===== config.mk =====
export PLATFORM = sky130hd
export DESIGN_NAME = serial_add
export DESIGN_NICKNAME = d
export VERILOG_FILES = /design/src/rtl/serial_add_pkg.sv /design/src/rtl/serial_add_full_add_cell.sv /design/src/rtl/serial_add.sv
export SDC_FILE = /design/constraint.sdc
export NUM_CORES = 1
export LEC_CHECK = 0
export CELL_PAD_IN_SITES_DETAIL_PLACEMENT = 1
export CELL_PAD_IN_SITES_GLOBAL_PLACEMENT = 1
export CORE_ASPECT_RATIO = 0.75
export CORE_MARGIN = 10
export CORE_UTILIZATION = 40
export CTS_CLUSTER_DIAMETER = 60
export DETAILED_ROUTE_END_ITERATION = 10
export PLACE_DENSITY = 0.73
export SYNTH_ARGS = -nofsm -noshare
export SYNTH_HDL_FRONTEND = slang
export SYNTH_SLANG_ARGS = --single-unit

===== constraint.sdc =====
create_clock -name clk -period 2.67 [get_ports clk]
set_input_delay 0.534 -clock clk [delete_from_list [all_inputs] [get_ports clk]]
set_output_delay 0.534 -clock clk [all_outputs]
set_load 0.1 [all_outputs]

===== src/rtl/serial_add_pkg.sv =====
// serial_add_pkg: shared FSM state encoding and bit-counter sizing for serial_add.
package serial_add_pkg;
  typedef enum logic {IDLE, RUN} state_t;
  function automatic int cnt_w(input int w);
    return (w > 1) ? $clog2(w) : 1;
  endfunction
endpackage


===== src/rtl/serial_add_full_add_cell.sv =====
// full_add_cell: combinational full adder built from two half-adder stages and an OR.
module full_add_cell (
  input  logic a,
  input  logic b,
  input  logic ci,
  output logic s,
  output logic co
);
  logic s1, c1, c2;
  assign s1 = a ^ b;
  assign c1 = a & b;
  assign s  = s1 ^ ci;
  assign c2 = s1 & ci;
  assign co = c1 | c2;
endmodule


===== src/rtl/serial_add.sv =====
// serial_add: bit-serial LSB-first ripple adder, one bit per clock through a single full-adder cell.
// Define SERIAL_ADD_OVF_EN to add the registered signed-overflow output ovf.
module serial_add
  import serial_add_pkg::*;
#(
  parameter int WIDTH = 8
) (
  input  logic             clk,
  input  logic             rst_n,
  input  logic             start,
  input  logic [WIDTH-1:0] a,
  input  logic [WIDTH-1:0] b,
  input  logic             cin,
  output logic             busy,
  output logic             done,
  output logic [WIDTH-1:0] sum,
  output logic             cout
`ifdef SERIAL_ADD_OVF_EN
  ,
  output logic             ovf
`endif
);
  localparam int CW = cnt_w(WIDTH);
  state_t state_q, state_d;
  logic [WIDTH-1:0] a_q, a_d, b_q, b_d, acc_q, acc_d, sum_q, sum_d, acc_nx;
  logic [CW-1:0] cnt_q, cnt_d;
  logic c_q, c_d, cout_q, cout_d, done_q, done_d, s_bit, c_bit, last;
`ifdef SERIAL_ADD_OVF_EN
  logic ovf_q, ovf_d;
  assign ovf = ovf_q;
`endif
  full_add_cell u_fa (
    .a  (a_q[0]),
    .b  (b_q[0]),
    .ci (c_q),
    .s  (s_bit),
    .co (c_bit)
  );
  // Sum bits enter at the MSB so the word is in place after WIDTH shifts.
  assign acc_nx = (acc_q >> 1) | (WIDTH'(s_bit) << (WIDTH - 1));
  assign last   = (cnt_q == CW'(WIDTH - 1));
  assign busy   = (state_q == RUN);
  assign done   = done_q;
  assign sum    = sum_q;
  assign cout   = cout_q;
  always_comb begin
    state_d = state_q;
    a_d     = a_q;
    b_d     = b_q;
    acc_d   = acc_q;
    c_d     = c_q;
    cnt_d   = cnt_q;
    sum_d   = sum_q;
    cout_d  = cout_q;
    done_d  = 1'b0;
`ifdef SERIAL_ADD_OVF_EN
    ovf_d   = ovf_q;
`endif
    if (state_q == IDLE) begin
      if (start) begin
        a_d     = a;
        b_d     = b;
        c_d     = cin;
        acc_d   = '0;
        cnt_d   = '0;
        state_d = RUN;
      end
    end else begin
      acc_d = acc_nx;
      a_d   = a_q >> 1;
      b_d   = b_q >> 1;
      c_d   = c_bit;
      cnt_d = cnt_q + CW'(1);
      if (last) begin
        sum_d   = acc_nx;
        cout_d  = c_bit;
        done_d  = 1'b1;
        state_d = IDLE;
`ifdef SERIAL_ADD_OVF_EN
        ovf_d   = c_q ^ c_bit;
`endif
      end
    end
  end
  always_ff @(posedge clk or negedge rst_n) begin
    if (!rst_n) begin
      state_q <= IDLE;
      a_q     <= '0;
      b_q     <= '0;
      acc_q   <= '0;
      c_q     <= 1'b0;
      cnt_q   <= '0;
      sum_q   <= '0;
      cout_q  <= 1'b0;
      done_q  <= 1'b0;
`ifdef SERIAL_ADD_OVF_EN
      ovf_q   <= 1'b0;
`endif
    end else begin
      state_q <= state_d;
      a_q     <= a_d;
      b_q     <= b_d;
      acc_q   <= acc_d;
      c_q     <= c_d;
      cnt_q   <= cnt_d;
      sum_q   <= sum_d;
      cout_q  <= cout_d;
      done_q  <= done_d;
`ifdef SERIAL_ADD_OVF_EN
      ovf_q   <= ovf_d;
`endif
    end
  end
endmodule


==> results of run 1 <==
-- metrics by stage --
stage               total power, mW  worst slack, ps  util [%]  hold WS (ps)  std cells
global placement               2.22              898      48.6           464        204
finish                         2.67              721      50.9           344        212
CTS                            2.70              722      50.9           389        212
global route                   2.84              630      50.9           418        212
detailed placement             2.28              835      48.6           479        204
floorplan                      1.97              971         -           238        124
-- power by group through the flow --
stage	combinational [mW]	sequential, mW	clock (mW)
floorplan	0.548	1.42	0
global placement	1.22	1.00	0
detailed placement	1.26	1.02	0
CTS	1.27	1.02	0.420
global route	1.34	1.06	0.443
finish	1.25	1.01	0.408
-- final cells by class --
| cell class | count | area share [%] |
|---|---|---|
| sequential | 38 | 46.7 |
| multi-input combinational | 77 | 30.6 |
| timing repair buffer | 32 | 14.5 |
| inverter | 2 | 0.369 |
| clock inverter | 1 | 0.246 |
| tap | 55 | 3.38 |
| clock buffer | 7 | 4.24 |
-- synthesized netlist by cell type --
cell | number | area [sq um]
dfrtp_1 | 38 | 951
mux2i_1 | 19 | 190
nand2_1 | 16 | 60.1
o21ai_1 | 16 | 80.1
mux2_4 | 9 | 135
a22o_1 | 8 | 70.1
buf_2 | 4 | 20.0
buf_6 | 3 | 33.8
ha_1 | 2 | 25.0
nand2b_1 | 2 | 12.5
nor2_1 | 2 | 7.51
fa_1 | 1 | 20.0
inv_1 | 1 | 3.75
inv_2 | 1 | 3.75
nand2_4 | 1 | 11.3
nor2_4 | 1 | 11.3
-- metal layers --
layer | up-vias | GRT usage, % | part of all wire [%]
met5 | - | 0 | 0
met4 | 0 | 4.54 | 1.4
met3 | 5 | 3.74 | 5.7
met2 | 17 | 18.7 | 51
met1 | 527 | 12.5 | 42
li1 | 493 | - | -
-- sequential cells by signal, summed over array words and instances (netlist names) --
name / count
c_q: 1
a_q: 8
acc_q: 7
busy: 1
b_q: 8
sum: 8
cnt_q: 3
done: 1
cout: 1
-- cells by family after synthesis --
| kind of cell | after synthesis | share of synthesized area [%] |
|---|---|---|
| adder cells (fa/ha/maj) | 3 | 2.75 |
| AND/OR/NAND/NOR | 22 | 6.27 |
| flip-flops | 38 | 58.1 |
| buffers and inverters | 9 | 3.75 |
| multiplexers | 28 | 19.9 |
| AO/OA/AOI/OAI | 24 | 9.18 |
-- worst max path at each step --
stage | from | to | slack (ps) | cells after the start
finish | busy$_DFF_PN0_ | busy | 720 | 1
detailed placement | start | b_q[4]$_DFFE_PN0P_ | 840 | 4
global route | busy$_DFF_PN0_ | busy | 630 | 1
global placement | start | b_q[4]$_DFFE_PN0P_ | 900 | 4
floorplan | busy$_DFF_PN0_ | cout$_DFFE_PN0P_ | 970 | 3
CTS | busy$_DFF_PN0_ | busy | 720 | 1
==> impl_metrics.yaml, run 1 <==
status:
  status: "complete, no violations"
floorplan:
  rows: 20
  chipWidth_um: 93.8
  dieArea_sq_um: 7070
  core-area_sq_um: 4000
  start_util_pct: 40.8
  die_y_um: 75.4
  ioPinCount: 31
cells_and_area:
  layout_commonest_cell: "dfrtp_1"
  final_design_area_no_fill_sq_um: 2040
  antenna_cells: 0
  num-nets-final: 179
  fillCellCount: 418
  multi_input_comb_area_sq_um: 623
  layout_common_cells: "dfrtp_1, mux2i_1, clkdlybuf4s50_1"
  final-seq-area_sq_um: 951
  layout-area-overhead-vs-synth_pct: 24.6
  drive_gt1_share_pct: 21.0
synthesis:
  ys_ff_latch: 38
  post_synth_inst_count: 124
  synth_seq_area_share_pct: 58.1
  synth_nets: 147
  yosysUniqueCellTypes: 16
  yosys_warnings: 0
  syn_area_per_cell_sq_um: 13.2
  syn_area_sq_um: 1640
sta:
  finalSetupTns_ps: 0
  slew_headroom_pct: 44.0
  fmax_mhz: 513
  tightest_slew_ps: 840
  hold_viol_final: 0
  final-setup-viol-count: 0
  rsz0062_at_grt: "false"
  clock_skew_ps: 6.23
  slew_violations: 0
  min_period_ps: 1950
  finalCritPeriodShare_pct: 73.0
global_route:
  grt_max_degree: 39
  grt_pass1_vias: 1165
  track_usage_pct: 11.0
  antenna_found_initial: 0
  grt_pass1_wl_um: 6010
  grt_overflow: 0
routing:
  vias: 1042
  wl_per_cell_um: 16.7
  drt_first_iter_violations: 46
  routed_wl_um: 3550
  via_per_inst: 4.92
  firstDrtPassIters: 4
  ant_nets: 0
  drc: 0
pwr:
  ir_drop_mv: 0.474
  combinationalPowerShare_pct: 46.7
  intPower_mw: 1.46
  seqPwrFrac_pct: 38.0
  p_per_area_nw_per_um2: 1310
  switching_power_mw: 1.21
  p_sw_share_pct: 45.2
  p_leak_nw: 1.01
  pwr-share-clk_pct: 15.3
critical_path:
  r2r-end: "cnt_q[1]$_DFFE_PN0P_"
  start_kind: "flip-flop"
  crit_path_cell_trace: "buf_12"
  reg2reg_slack_ps: 950
  critPathSlowestCell: "dfrtp_1"
  crit_path_max_incr_delay_ps: 860
  cp_top_family: "flip-flops"
  critPathBufInv: 1
  critPathMaxFanout: 23
  end_kind: "output port"
  cp_data_arrival_time_ps: 1420
  rr_worst_depth: 3
  worstPathRequired_ps: 2140
  reg2reg_from: "busy$_DFF_PN0_"
  criticalPathCategory: "flip-flop to output port"
cts:
  cts_buffer_depth: 2
  h-tree-depth: 2
  path_clk_slew_ps: 70
  ctsHoldBuffers: 0
  cts_tree: "yes"
  post_cts_resized: 0
  cts_sinks: 38
  clock_latency_ps: 290
  post-cts-setup-buffers: 0
  root_buffer: "clkbuf_8"
  cts_made_buffers: 5
hold_path:
  hp-class: "input port to asynchronous set/reset pin"
placed_design:
  hpwl_um: 2570
  placed_cell_area_sq_um: 1950
  place_congestion: 0.656
  port_buffers: 30
run:
  cap_violations: 0
Note: power is estimated with default switching activity, not from simulation.
==> run 2, diff against run 1 <==
Settings changed: CORE_UTILIZATION 40 to 37, PLACE_DENSITY 0.73 to 0.71.
Clock period 2.67 ns to 1.75 ns, I/O delays scaled along.
==> impl_metrics.yaml, run 2 (same netlist as run 1, synthesis figures left out) <==
cts:
  clock_latency_ps: 280
  cts_sinks: 38
  cts_made_buffers: 5
  post-cts-setup-buffers: 0
  ctsHoldBuffers: 0
  h-tree-depth: 2
  post_cts_resized: 0
  root_buffer: "clkbuf_8"
  cts_tree: "yes"
  path_clk_slew_ps: 70
  cts_buffer_depth: 2
cells_and_area:
  num-nets-final: 181
  layout_commonest_cell: "dfrtp_1"
  fillCellCount: 444
  antenna_cells: 0
  multi_input_comb_area_sq_um: 623
  drive_gt1_share_pct: 22.0
  instances_no_fill: 214
  layout-area-overhead-vs-synth_pct: 33.9
  final-seq-area_sq_um: 951
  layout_common_cells: "dfrtp_1, mux2i_1, clkdlybuf4s50_1"
critical_path:
  worst_path_most_repeated_cell: "ha_1"
  critPathSlowestCell: "dfrtp_1"
  cp_data_arrival_time_ps: 1640
  r2r-end: "sum[2]$_DFFE_PN0P_"
  worstSetupPathDepth: 4
  critPathMaxFanout: 10
  reg2reg_from: "cnt_q[0]$_DFFE_PN0P_"
  crit_path_max_incr_delay_ps: 410
  cp_top_family: "adder cells"
  criticalPathCategory: "flip-flop to flip-flop"
  crit_path_cell_trace: "ha_1 -> ha_1 -> nand2_4 -> mux2_4"
  critPathLaunch: "cnt_q[0]$_DFFE_PN0P_"
  worstPathRequired_ps: 1920
  reg2reg_slack_ps: 270
  critPathBufInv: 0
  rr_worst_depth: 4
  start_kind: "flip-flop"
  timing.critical_path.to: "sum[2]$_DFFE_PN0P_"
  end_kind: "flip-flop"
floorplan:
  dieArea_sq_um: 7510
  start_util_pct: 39.4
  core-area_sq_um: 4150
  chipWidth_um: 96.8
  die_y_um: 77.6
  ioPinCount: 31
  rows: 20
global_route:
  track_usage_pct: 10.3
  antenna_found_initial: 0
  grt_pass1_vias: 1221
  grt_max_degree: 41
  grt_overflow: 0
  grt_pass1_wl_um: 6330
sta:
  finalSetupTns_ps: 0
  fmax_mhz: 676
  final-setup-viol-count: 0
  fin_ws_ps: 272
  whs_ps: 114
  clock_skew_ps: 5.57
  min_period_ps: 1480
  tightest_slew_ps: 483
  slew_headroom_pct: 67.8
  finalCritPeriodShare_pct: 84.5
  slew_violations: 0
  hold_viol_final: 0
  rsz0062_at_grt: "false"
routing:
  ant_nets: 0
  drt_first_iter_violations: 39
  drc: 0
  routed_wl_um: 3660
  wl_per_cell_um: 17.1
  via_per_inst: 4.85
  vias: 1037
  firstDrtPassIters: 3
pwr:
  p_leak_nw: 1.06
  ir_drop_mv: 1.06
  p_total_mw: 4.38
  p_per_area_nw_per_um2: 2000
placed_design:
  place_congestion: 0.688
  dp_cells: 206
  dpl_worst_slack_ps: 215
  port_buffers: 30
  hpwl_um: 2630
status:
  status: "complete, no violations"
hold_path:
  hp-class: "input port to asynchronous set/reset pin"
run:
  cap_violations: 0
[run 2: cell type report]
class	instances	area share, %
repair buffers	34	20.5
clock inverters	1	0.229
inverters	2	0.343
multi-input cells	77	28.5
flip-flops and latches	38	43.4
clock buffers	7	3.94
well taps	55	3.14
[run 2: per-stage QoR]
| stage | area [sq um] | utilization, % |
|---|---|---|
| CTS | 2190 | 52.7 |
| floorplan | 1640 | - |
| global route | 2190 | 52.7 |
| global placement | 2100 | 50.5 |
| detailed placement | 2100 | 50.5 |
| finish | 2190 | 52.7 |
[run 2: how the worst min path moves through the flow]
stage                            to  slack, ps  cells past startpoint
6_report         sum[4]$_DFFE_PN0P_        110                      2
5_1_grt        acc_q[1]$_DFFE_PN0P_        130                      2
4_1_cts        cnt_q[0]$_DFFE_PN0P_        120                      2
3_5_place_dp     sum[2]$_DFFE_PN0P_        430                      2
3_3_place_gp     sum[2]$_DFFE_PN0P_        420                      2
2_1_floorplan    a_q[0]$_DFFE_PN0P_         50                      0
[run 2: worst reg2reg max path: stages, from the launching register on]
cell and delay [ps]:
dfrtp_1 410, ha_1 210, ha_1 220, nand2_4 200
mux2_4 330
[run 2: power by group]
part           internal [mW]  switching [mW]  total (mW)
Combinational          0.931            1.31        2.24
Clock                  0.318           0.291       0.608
Sequential              1.24           0.297        1.53
[run 2: per-layer routing]
| metal | GRT usage, % | up-vias | part of all wire (%) |
|---|---|---|---|
| li1 | - | 499 | - |
| met1 | 12.1 | 515 | 44 |
| met2 | 17.7 | 17 | 52 |
| met3 | 2.65 | 6 | 2.3 |
| met4 | 4.41 | 0 | 1.6 |
| met5 | 0 | - | 0 |
==> run 3, diff against run 2 <==
Settings changed: CORE_UTILIZATION 37 to 40, PLACE_DENSITY 0.71 to 0.73.
Clock period 1.75 ns to 1.41 ns, I/O delays scaled along.
==> impl_metrics.yaml, run 3 (same netlist as run 1, synthesis figures left out) <==
cells_and_area:
  fillCellCount: 401
  layout-area-overhead-vs-synth_pct: 40.9
  antenna_cells: 0
  num-nets-final: 187
  final-seq-area_sq_um: 955
  layout_common_cells: "dfrtp_1, mux2i_1, clkdlybuf4s50_1"
  layout_commonest_cell: "dfrtp_1"
  multi_input_comb_area_sq_um: 647
  drive_gt1_share_pct: 26.1
  final_design_area_no_fill_sq_um: 2300
global_route:
  grt_max_degree: 22
  antenna_found_initial: 0
  track_usage_pct: 11.9
  grt_pass1_wl_um: 6380
  grt_pass1_vias: 1250
  grt_overflow: 0
sta:
  fin_ws_ps: 44.3
  final-setup-viol-count: 0
  hold_viol_final: 0
  slew_violations: 0
  clock_skew_ps: 6.04
  fmax_mhz: 732
  min_period_ps: 1370
  rsz0062_at_grt: "false"
  tightest_slew_ps: 316
  whs_ps: 401
  finalCritPeriodShare_pct: 96.9
  slew_headroom_pct: 78.9
routing:
  routed_wl_um: 3710
  drt_first_iter_violations: 52
  via_per_inst: 4.93
  firstDrtPassIters: 4
  drc: 0
  vias: 1085
  ant_nets: 0
  wl_per_cell_um: 16.9
pwr:
  p_per_area_nw_per_um2: 2570
  ir_drop_mv: 1.42
  p_total_mw: 5.92
  p_leak_nw: 1.10
status:
  status: "complete, no violations"
placed_design:
  dpl_worst_slack_ps: -46.6
  place_congestion: 0.727
  hpwl_um: 2660
  port_buffers: 30
  placed_cell_area_sq_um: 2130
cts:
  cts_buffer_depth: 2
  clock_latency_ps: 300
  cts_sinks: 38
  root_buffer: "clkbuf_8"
  path_clk_slew_ps: 80
  cts_made_buffers: 5
  cts_tree: "yes"
  h-tree-depth: 2
critical_path:
  worstPathRequired_ps: 1600
  cp_data_arrival_time_ps: 1560
  end_kind: "flip-flop"
  criticalPathCategory: "flip-flop to flip-flop"
  critPathMaxFanout: 5
  start_kind: "flip-flop"
floorplan:
  core-area_sq_um: 4000
  chipWidth_um: 93.8
  die_y_um: 75.4
  start_util_pct: 40.8
  rows: 20
  dieArea_sq_um: 7070
  ioPinCount: 31
run:
  cap_violations: 0
hold_path:
  hp-class: "input port to asynchronous set/reset pin"
run 3: worst max-delay path: stages (launching register included):
cell and delay (ps):
dfrtp_1 390, ha_1 240, ha_4 190, nand2_4 120
mux2_4 310
run 3: what timing repair did:
action                                  4_1_cts  5_1_grt
endpoints found under the hold margin        12        0
resized for setup                             2        1
pin swaps                                     1        2
cloned                                        1        0
buffers inserted                              0        0
endpoints found under the setup margin        9        8
hold buffers                                  1        0
run 3: per-layer routing:
metal  track usage [%]  part of all wire, %  vias to the layer above
li1                  -                    -                      512
met1              13.6                   42                      543
met2              19.7                   52                       25
met3              4.43                  5.2                        5
met4              5.04                  1.4                        0
met5                 0                    0                        -
run 3: final cells by class:
class,instances,share of cell area (%)
inverters,2,0.326
repair buffers,39,21.2
clock buffers,5,2.99
clock inverters,3,2.99
flip-flops and latches,38,41.4
well taps,55,2.99
multi-input cells,78,28.1
run 3: final timing paths:
check,from,endpoint,slack [ps],cells past startpoint
worst max-delay path,cnt_q[0]$_DFFE_PN0P_,sum[1]$_DFFE_PN0P_,40,4
worst min-delay path,rst_n,acc_q[4]$_DFFE_PN0P_,400,2
worst max register to register,cnt_q[0]$_DFFE_PN0P_,sum[1]$_DFFE_PN0P_,40,4
worst min register to register,b_q[2]$_DFFE_PN0P_,b_q[1]$_DFFE_PN0P_,490,2
max in group asynchronous,rst_n,b_q[7]$_DFFE_PN0P_,460,3
min in group clk,b_q[2]$_DFFE_PN0P_,b_q[1]$_DFFE_PN0P_,490,2
run 3: where the power goes:
| group | switching [mW] | total, mW | internal [mW] |
|---|---|---|---|
| Sequential | 0.414 | 1.96 | 1.54 |
| Clock | 0.412 | 1.12 | 0.709 |
| Combinational | 1.61 | 2.84 | 1.24 |
| Total | 2.43 | 5.92 | 3.49 |
run 3: through the flow:
| step | instances | util [%] | setup TNS (ps) |
|---|---|---|---|
| 2_1_floorplan | 124 | - | 0 |
| 3_3_place_gp | 210 | 53.3 | 0 |
| 3_5_place_dp | 210 | 53.3 | -370 |
| 4_1_cts | 220 | 57.3 | 0 |
| 5_1_grt | 220 | 57.5 | 0 |
| 6_report | 220 | 57.5 | 0 |
==> RTL change: new RTL, config.mk and constraints of run 3 <==
The parameter `WIDTH` goes from 8 to 10.
--- a/src/rtl/serial_add.sv
+++ b/src/rtl/serial_add.sv
@@ -5,3 +5,3 @@
 #(
-  parameter int WIDTH = 8
+  parameter int WIDTH = 10
 ) (
Interface: changed (resized a, b and sum); port bits go from 31 to 37. The function was not compared with the original's and may differ.
==> RTL change against run 3 <==
Maximum frequency is 0.26% lower; largest cell class unchanged; power rose by 13%; critical path type unchanged; count of clock-buffer cells in the layout is 1 higher; setup slack worse by 0.0036 ns; worst hold slack gained 0.088 ns; cell count up 25%; synthesized area grew 25%; routed wire length is 30% higher; global-route usage grew 0.35 points; cell area grew 22%; sequential share of layout area increased by 0.52 points; sequential cell count rose by 9; via count up 29%.
==> RTL change: results (changes against run 3) <==
[clock_tree]
cts-root-buf = clkbuf_8
post_cts.repair.setup_buffers = 1  ; +1
cts_resized = 0  ; -2

[timing]
finClkSkew_ns = 0.0112  ; +0.00521 ns
hold_slack_ns = 0.488  ; +0.0876 ns
timing.fmax_mhz = 730  ; -0.26%
worstMarginPinSlew_ns = 0.263  ; -0.0531 ns

[worst_setup_path]
cpPeakStageDelay_ns = 0.41  ; +0.02 ns
critPathTopFamily = flip-flops
critical_path.max_fanout = 12  ; +7
r2r_end = sum[2]
reg2reg_depth = 5  ; +1
crit_start = cnt_q[1]
worst-path-stages = 5  ; +1

[place]
place_area_um2 = 2630  ; +23%
portBuffers = 36  ; +20%
hpwl_mm = 3.53  ; +32%
place_congestion = 0.747  ; +2.7%
dp_slack_ns = -0.102  ; -0.0550 ns

[pwr]
vdd_drop_max_mv = 0.965  ; -32%
p_leak_nw = 1.36  ; +23%
seq_cell_power_mw = 2.36  ; +20%
clkPwrFrac_pct = 17.3  ; -1.6 points
internal-power_mw = 3.94  ; +13%

[finish]
drive_gt1_share_pct = 21.9  ; -4.2 points
layout.nets = 241  ; +29%

[drt]
met1Wirelength_mm = 2.14  ; +38%
wl_met2_mm = 2.36  ; +23%
routedWlPerCell_um = 17.6  ; +4.3%
met3WireLength_um = 309  ; +61%
num_vias = 1403  ; +29%

[global_routing]
grt_use_met3_pct = 4.61  ; +0.18 points
grt_first_pass_wirelength_mm = 8.12  ; +27%
grt_pass1_vias = 1601  ; +28%
met1_usage_pct = 14.8  ; +1.2 points
grt_use_met2_pct = 20.8  ; +1.1 points

[logic_synthesis]
yosys-top-cells-count = dfrtp_1, nand2_1, o21ai_0
netlist_top_cells_area = dfrtp_1, mux2i_1, mux2_4
ys_seq_area_share_pct = 57.6  ; -0.52 points
synth_nets = 197  ; +34%
ys_types = 20  ; +4

[hold_path]
min_path_type = flop to flop

[run_status]
status = finished clean

RTL change: changes by cell type after synthesis, sizes merged, moves of 3 or more:
cell    before  now
a22o         8    4
dfrtp       38   47
clkbuf       0    3
o21ai       16   27
nand2       17   31
RTL change: per-stage QoR:
step           setup TNS (ns)  std cells
2_1_floorplan          -0.387        170
3_3_place_gp           -0.746        263
3_5_place_dp            -1.98        263
4_1_cts                     0        273
5_1_grt                     0        275
6_report                    0        275
RTL change: logic make-up (layout without fill, tap and decap cells):
family                   after synthesis  after routing  synth area share (%)
multiplexers                          32             32                  18.0
XOR/XNOR                               2              2                 0.859
buffers and inverters                 15             60                  4.23
AO/OA/AOI/OAI                         32             32                  8.77
adder cells (fa/ha/maj)                3              3                  2.21
AND/OR/NAND/NOR                       39             39                  8.28
flip-flops                            47             47                  57.6
RTL change: layout make-up:
class,count,area (um2)
clock buffer,6,72.6
sequential,47,1180
tap,60,75.1
multi-input combinational,108,781
clock inverter,2,60.1
timing repair buffer,48,628
inverter,4,15.0
fill,485,2120
